<file path="src/rtl/ahb_slave_arbiter.sv">
// Per-slave AHB arbiter: round-robin grant among master decoders, held across
// bursts and locked sequences, with address- and data-phase master indices.
module ahb_slave_arbiter #(
  parameter int MASTER_NUM = 4,
  parameter int MIDX_W     = $clog2(MASTER_NUM)
) (
  input  logic                       hclk,
  input  logic                       hreset,
  input  logic [MASTER_NUM-1:0]      hreq,
  input  logic [MASTER_NUM-1:0][1:0] htrans,
  input  logic [MASTER_NUM-1:0]      hlock,
  input  logic                       hready,
  output logic [MASTER_NUM-1:0]      hgrant,
  output logic [MIDX_W-1:0]          hmaster_addr,
  output logic                       hsel,
  output logic [MIDX_W-1:0]          hmaster_data,
  output logic                       data_valid
);

  localparam logic [1:0] HTRANS_BUSY = 2'b01;
  localparam logic [1:0] HTRANS_SEQ  = 2'b11;

  typedef enum logic [0:0] {
    NO_OWNER = 1'b0,
    OWNED    = 1'b1
  } arb_state_t;

  arb_state_t                state_r, state_nx_s;
  logic [MIDX_W-1:0]         own_idx_r, own_idx_nx_s;
  logic [MIDX_W-1:0]         rr_ptr_r, rr_ptr_nx_s;
  logic [MIDX_W-1:0]         hmaster_data_r, hmaster_data_nx_s;
  logic                      data_valid_r, data_valid_nx_s;
  logic [MASTER_NUM-1:0]     hgrant_r;
  logic                      own_valid_s;
  logic                      hold_s;
  logic                      hsel_s;
  logic [MIDX_W:0]           pick_s;

  // Returns {found, index} of the first requester after ptr in wrapping order.
  function automatic logic [MIDX_W:0] rr_pick(input logic [MASTER_NUM-1:0] req,
                                              input logic [MIDX_W-1:0]     ptr);
    logic [MIDX_W:0] res;
    logic            found;
    int              c;
    res   = {(MIDX_W+1){1'b0}};
    found = 1'b0;
    for (int k = 1; k <= MASTER_NUM; k++) begin
      c = int'(ptr) + k;
      if (c >= MASTER_NUM) begin
        c = c - MASTER_NUM;
      end else begin
        c = c;
      end
      if (!found && req[MIDX_W'(c)]) begin
        found = 1'b1;
        res   = {1'b1, MIDX_W'(c)};
      end else begin
        found = found;
      end
    end
    return res;
  endfunction

  function automatic logic [MASTER_NUM-1:0] to_onehot(input logic [MIDX_W-1:0] idx);
    logic [MASTER_NUM-1:0] v;
    v      = {MASTER_NUM{1'b0}};
    v[idx] = 1'b1;
    return v;
  endfunction

  assign own_valid_s = (state_r == OWNED);
  assign hsel_s      = own_valid_s && hreq[own_idx_r];
  assign pick_s      = rr_pick(hreq, rr_ptr_r);
  // A lock keeps ownership even through IDLE; a burst only while it keeps requesting.
  assign hold_s      = own_valid_s &&
                       (hlock[own_idx_r] ||
                        (hreq[own_idx_r] && ((htrans[own_idx_r] == HTRANS_BUSY) ||
                                             (htrans[own_idx_r] == HTRANS_SEQ))));

  // Next-state logic: nothing moves unless the slave signals hready.
  always_comb begin
    state_nx_s        = state_r;
    own_idx_nx_s      = own_idx_r;
    rr_ptr_nx_s       = rr_ptr_r;
    data_valid_nx_s   = data_valid_r;
    hmaster_data_nx_s = hmaster_data_r;
    if (hready) begin
      data_valid_nx_s = hsel_s;
      if (hsel_s) begin
        hmaster_data_nx_s = own_idx_r;
      end else begin
        hmaster_data_nx_s = hmaster_data_r;
      end
      case (state_r)
        OWNED, NO_OWNER: begin
          if (hold_s) begin
            state_nx_s = OWNED;
          end else if (pick_s[MIDX_W]) begin
            state_nx_s   = OWNED;
            own_idx_nx_s = pick_s[MIDX_W-1:0];
            rr_ptr_nx_s  = pick_s[MIDX_W-1:0];
          end else begin
            state_nx_s = NO_OWNER;
          end
        end
        default: begin
          state_nx_s = NO_OWNER;
        end
      endcase
    end else begin
      state_nx_s = state_r;
    end
  end

  // State and registered outputs.
  always_ff @(posedge hclk or posedge hreset) begin
    if (hreset) begin
      state_r        <= NO_OWNER;
      own_idx_r      <= {MIDX_W{1'b0}};
      rr_ptr_r       <= MIDX_W'(MASTER_NUM - 1);
      data_valid_r   <= 1'b0;
      hmaster_data_r <= {MIDX_W{1'b0}};
      hgrant_r       <= {MASTER_NUM{1'b0}};
    end else begin
      state_r        <= state_nx_s;
      own_idx_r      <= own_idx_nx_s;
      rr_ptr_r       <= rr_ptr_nx_s;
      data_valid_r   <= data_valid_nx_s;
      hmaster_data_r <= hmaster_data_nx_s;
      hgrant_r       <= (state_nx_s == OWNED) ? to_onehot(own_idx_nx_s) : {MASTER_NUM{1'b0}};
    end
  end

  assign hgrant       = hgrant_r;
  assign hmaster_addr = own_idx_r;
  assign hsel         = hsel_s;
  assign hmaster_data = hmaster_data_r;
  assign data_valid   = data_valid_r;

endmodule

</file>
<file path="config.mk">
export PLATFORM = sky130hd
export DESIGN_NAME = ahb_slave_arbiter
export DESIGN_NICKNAME = d
export VERILOG_FILES = /design/src/rtl/ahb_slave_arbiter.sv
export SDC_FILE = /design/constraint.sdc
export NUM_CORES = 1
export LEC_CHECK = 0
export ABC_AREA = 0
export BUFFER_PORTS_ARGS = -buffer_cell sky130_fd_sc_hd__buf_4
export CAP_MARGIN = 10
export CORE_MARGIN = 1.5
export CORE_UTILIZATION = 46
export DETAILED_ROUTE_END_ITERATION = 12
export PLACE_DENSITY = 0.73
export SLEW_MARGIN = 20
export SYNTH_ARGS = -nofsm -noshare
export SYNTH_HDL_FRONTEND = slang
export SYNTH_SLANG_ARGS = --single-unit
</file>
<file path="constraint.sdc">
create_clock -name hclk -period 2.3 [get_ports hclk]
set_clock_uncertainty 0.05 [all_clocks]
set_input_delay 0.46 -clock hclk [delete_from_list [all_inputs] [get_ports hclk]]
set_output_delay 0.46 -clock hclk [all_outputs]
set_load 0.01 [all_outputs]
</file>
# Word-level counts from Yosys, hierarchy flattened
# Cells that the tools add are included.
classes:
  n_addsub: 8
  n_mul: 0
  div: 0
  order_cmp: 11
  n_eq_ne: 2
  n_shift: 0
  n_mux: 38
  n_bitwise: 1
  n_reduce_logical: 14
op_table:
  columns: ["op", "count"]
  rows:
  - ["$mux 1", 17]
  - ["$lt 2x4->1 const B", 4]
  - ["$mux 2", 8]
  - ["$bmux 1 s2", 6]
  - ["$mux 3", 4]
  - ["$ge 3x3->1 const B", 3]
  - ["$sub 2x1->2 const B", 4]
  - ["$logic_and 1x1->1", 7]
  - ["$add 2x2->3 const B", 2]
  - ["$lt 2x3->1 const B", 2]
  - ["$add 2x3->4 const B", 1]
  - ["$bmux 2 s2", 1]
  - ["$ge 4x3->1 const B", 1]
  - ["$mux 4", 1]
  - ["$add 2x1->3 const B", 1]
  - ["$logic_not 1->1", 3]
  - ["$reduce_and 3->1", 1]
  - ["$demux 1 s2", 1]
  - ["$eq 2x1->1 const B", 1]
  - ["$eq 2x2->1 const B", 1]
  - ["$ge 2x1->1 const B", 1]
  - ["$logic_or 1x1->1", 2]
  - ["$reduce_and 2->1", 1]
  - ["$not 1->1", 1]
word_totals:
  reg_bits: 12
  latchBits: 0
  ram_bits: 0
  romBits: 0
  inputBits: 19
  output_inout_bits: 10
  wordCells: 80
  n_memories: 0

# Longest topological paths before layout
depth:
  ltp_word: 24
  depth_mapped: 7
  mapped_depth_nobuf: 5

# Worst setup path after synthesis
# OpenSTA, ideal clock, no wires.
synth_timing:
  path_type: "reg-to-reg"
  startpoint: "register own_idx_r[0] (netlist: hmaster_addr[0])"
  endpoint: "register own_idx_r[1] (netlist: hmaster_addr[1])"
  setup_ns: 0.125
  arrival_ns: 1.750
  t_required_ns: 2.125
  setup_slack_ns: 0.375
  path_stages_with_launch: 7
  path_buffers: 2
  synth_period_minus_slack_ns: 1.925
  path_cell_list: "dfrtp_1 -> buf_6 -> mux4_2 -> a21oi_4 -> nand2b_2 -> buf_6 -> mux2_4"
synth_between:
  elab_chain_len: 9
  elab_cells_between_ends: 14
  cone_classes: "2 x eq/ne; 8 x mux; 4 x reduce/logical"
synth_rtl:
  columns: ["item", "line_no", "source"]
  rows:
  - ["start, declared", "29", "logic [MIDX_W-1:0] own_idx_r, own_idx_nx_s;"]
  - ["start signal, assigned", "119", "own_idx_r <= {MIDX_W{1'b0}};"]
  - ["start signal, assigned", "126", "own_idx_r <= own_idx_nx_s;"]
  - ["$bmux 2 s2", "77, 78", null]
  - ["$mux 2 (not written as such)", "77, 78", null]
  - ["$eq 2x1->1 / $eq 2x2->1 (equally long branches)", "77, 78", null]
  - ["$logic_or 1x1->1", "77", "(hreq[own_idx_r] && ((htrans[own_idx_r] == HTRANS_BUSY) ||"]
  - ["$logic_and 1x1->1", "77", null]
  - ["$logic_or 1x1->1 *", "76", "(hlock[own_idx_r] ||"]
  - ["$logic_and 1x1->1 *", "75", "assign hold_s = own_valid_s &&"]
  - ["$mux 2 *", "96", "if (hold_s) begin"]
  - ["$mux 2 *", "87", "if (hready) begin"]
  - ["via own_idx_nx_s[1]", "29", null]
# Mark *: on every way through the listed nets, which the timed path passes. The rest lies on a longest branch. The select of a mux whose other input is x is not followed.
# A chain may end at the register's enable or synchronous reset.

# Worst setup path after layout
layout_timing:
  startpoint: "register own_idx_r[0] (netlist: hmaster_addr[0])"
  endpoint: "output port hsel"
layout_between:
  elab_chain_len: 3
layout_rtl:
  columns: ["item", "line_no", "source"]
  rows:
  - ["$bmux 1 s2", "72", "assign hsel_s = own_valid_s && hreq[own_idx_r];"]
  - ["$mux 1 (not written as such)", "72", null]
  - ["$logic_and 1x1->1", "72", null]
  - ["end, declared", "15", "output logic hsel,"]
# Every way passes these cells. The select of a mux whose other input is x is not followed.

==> results.tsv <==
metric	value	unit
CTS tree	done	
Placement Cell Area	911	um^2
DR vias	640	
drt via density	5.77	
Yosys warning count	0	
kind of critical path	reg2out	
R2R Path End	hgrant[2]	
largest net degree at the start of global routing	13	
Reg-to-Reg Start	hmaster_addr[1]	
number of global-route vias before repair	625	
# resized after CTS	0	
Max-cap violations	0	
leading area contributor after synthesis	dfrtp_1	
IO buf count	24	
Async SR Flop Fraction	100	%
GRT Total Usage	19.0	%
sequential area share after synthesis	41.4	%
Die Span Y	42.9	um
Worst-path clk slew	0.08	ns
post-layout net count	115	
Crit. End Element	output pin	
placed insts	107	
die area	1840	um^2
n_diodes	0	
Cells after Synth	69	
GRT Residual Overflow	0	
Design Power	1210	uW
Synth Area in Compound Gates	20.2	%
relative slew slack	69.7	%
Max IR drop VDD	665	uV
count of final max-slew check failures	0	
IO Count	29	
Inserted Clock Buffers	3	
# Post-CTS Setup Buffers	0	
worst reg2reg setup slack	0.45	ns
Post-synth top flop	dfrtp_1	
first-pass GRT wire length	2.64	mm
drt pass-1 iters	4	
EDFF count, synth	0	
fin crit share	83.7	%
mapped cell area	731	um^2
post-route cell area	947	um^2
Synth area leaders	dfrtp_1 34%, mux2i_1 8.2%, dfstp_2 7.2%, o21ai_0 4.1%, mux2_4 4.1%	
Synth top area share	34.2	%
Hold Path Class	in2async	
FF+latch count, synth	12	
# hold bufs at CTS	0	
drc violations	0	
initial antenna violation count	0	
maximum clock rate	0.520	GHz
Hold WS	0.133	ns
WL/cell	13.7	um
status	finished clean	
CORE AREA	1490	um^2
CTS Buffer Depth	2	
antenna viol nets, final	0	
clk sinks	12	
top cells by count, synth	10 x dfrtp_1, 6 x inv_1, 6 x mux2i_1, 6 x nor2_1, 6 x o21ai_0	
Leak	0.000462	uW
Detailed Route WL	1.52	mm
Synth Area in XOR/XNOR	0	%
main combinational cell family by area after synthesis	compound AO/OA/AOI/OAI gates	
Routability Congestion	0.775	
Horiz. Die Dim	42.9	um
final setup fails	0	
Adder-Cell Fraction of Synth Area	0	%
Simple-Gate Fraction of Synth Area	14.6	%
H-tree depth	1	
cell area power density	1270	nW/um^2
most frequent cell after synthesis	dfrtp_1	
Detailed Place HPWL	1.17	mm
Starting Density	49.1	%
WP data arrival	1.41	ns
layout cell share with drive strength beyond 1	42.1	%
setup TNS	0	ns
mean post-synth cell area	10.6	um^2
CP Max Fanout	9	
Synth cell types	28	
Worst-Margin Slew	0.454	ns
Final Critical Period	1.92	ns
area growth from synthesis to layout	29.6	%
root buf cell	clkbuf_4	
later-pin clock latency in the skew report	0.28	ns
final count of hold timing violations	0	
Std-Cell Rows	14	
CP required	1.79	ns
R2R depth	5	
mux cell area share after synthesis	17.0	%
First DRT Iteration DRCs	16	
RSZ-0062 raised after global routing	no	
Syn Nets	88	
final std cells w/o fill	111	
startpoint types	flop	
[stage by stage]
step                setup WS, ns  utilization [%]
CTS                        0.372             63.6
detailed placement         0.327             61.2
global route               0.307             63.6
finish                     0.376             63.6
global placement           0.341             61.2
floorplan                  0.375                -
[registers in the layout, summed over array words and instances, names as in the netlist]
| signal | cells |
|---|---|
| rr_ptr_r | 2 |
| hmaster_addr | 2 |
| own_valid_s | 1 |
| hgrant | 4 |
| data_valid | 1 |
| hmaster_data | 2 |
[how the worst max path moves through the flow]
stage | from | endpoint | cells after the start
2_1_floorplan | hmaster_addr[0] | hmaster_addr[1] | 6
3_3_place_gp | htrans[6] | hmaster_addr[1] | 5
3_5_place_dp | htrans[6] | hmaster_addr[1] | 5
4_1_cts | hmaster_addr[0] | hsel | 4
5_1_grt | hmaster_addr[0] | hsel | 4
6_report | hmaster_addr[0] | hsel | 4
[layer usage]
metal | GRT usage, % | up-vias | routed length [um] | part of all wire, %
li1 | - | 303 | - | -
met1 | 24.7 | 306 | 681 | 45
met2 | 31.5 | 26 | 726 | 48
met3 | 1.28 | 5 | 74 | 4.9
met4 | 9.38 | 0 | 42 | 2.8
met5 | 0 | - | 0 | 0
[layout make-up]
class                           count  area [um^2]
Fill cell                         131          542
Multi-Input combinational cell     48          378
Sequential cell                    12          303
Timing Repair Buffer               25          188
Clock buffer                        4         36.3
Inverter                            6         22.5
Tap cell                           16         20.0
[layout by cell type, fill, tap and decap left out, drive strengths merged, types with 4 or more instances in the layout]
master / count
buf: 25
dfrtp: 10
mux2i: 6
o21ai: 6
nor2: 6
inv: 6
clkbuf: 4
[cells by family (layout without fill, tap and decap cells)]
family / after synthesis / count (layout)
multiplexers: 10 / 10
AO/OA/AOI/OAI: 19 / 19
buffers and inverters: 9 / 35
AND/OR/NAND/NOR: 19 / 19
flip-flops: 12 / 12
[worst max-delay path, stage by stage (launching register included)]
cell and delay (ns):
dfrtp_1 0.40, buf_4 0.18, mux2i_1 0.14, o22ai_2 0.24, buf_4 0.17
[power breakdown]
group          leakage, uW  internal [uW]  switching (uW)
Sequential        0.000142            317            80.8
Clock            0.0000210           96.3            74.5
Combinational     0.000299            332             306
Total             0.000462            745             461
No activity file was read; power rests on OpenSTA's default activity.
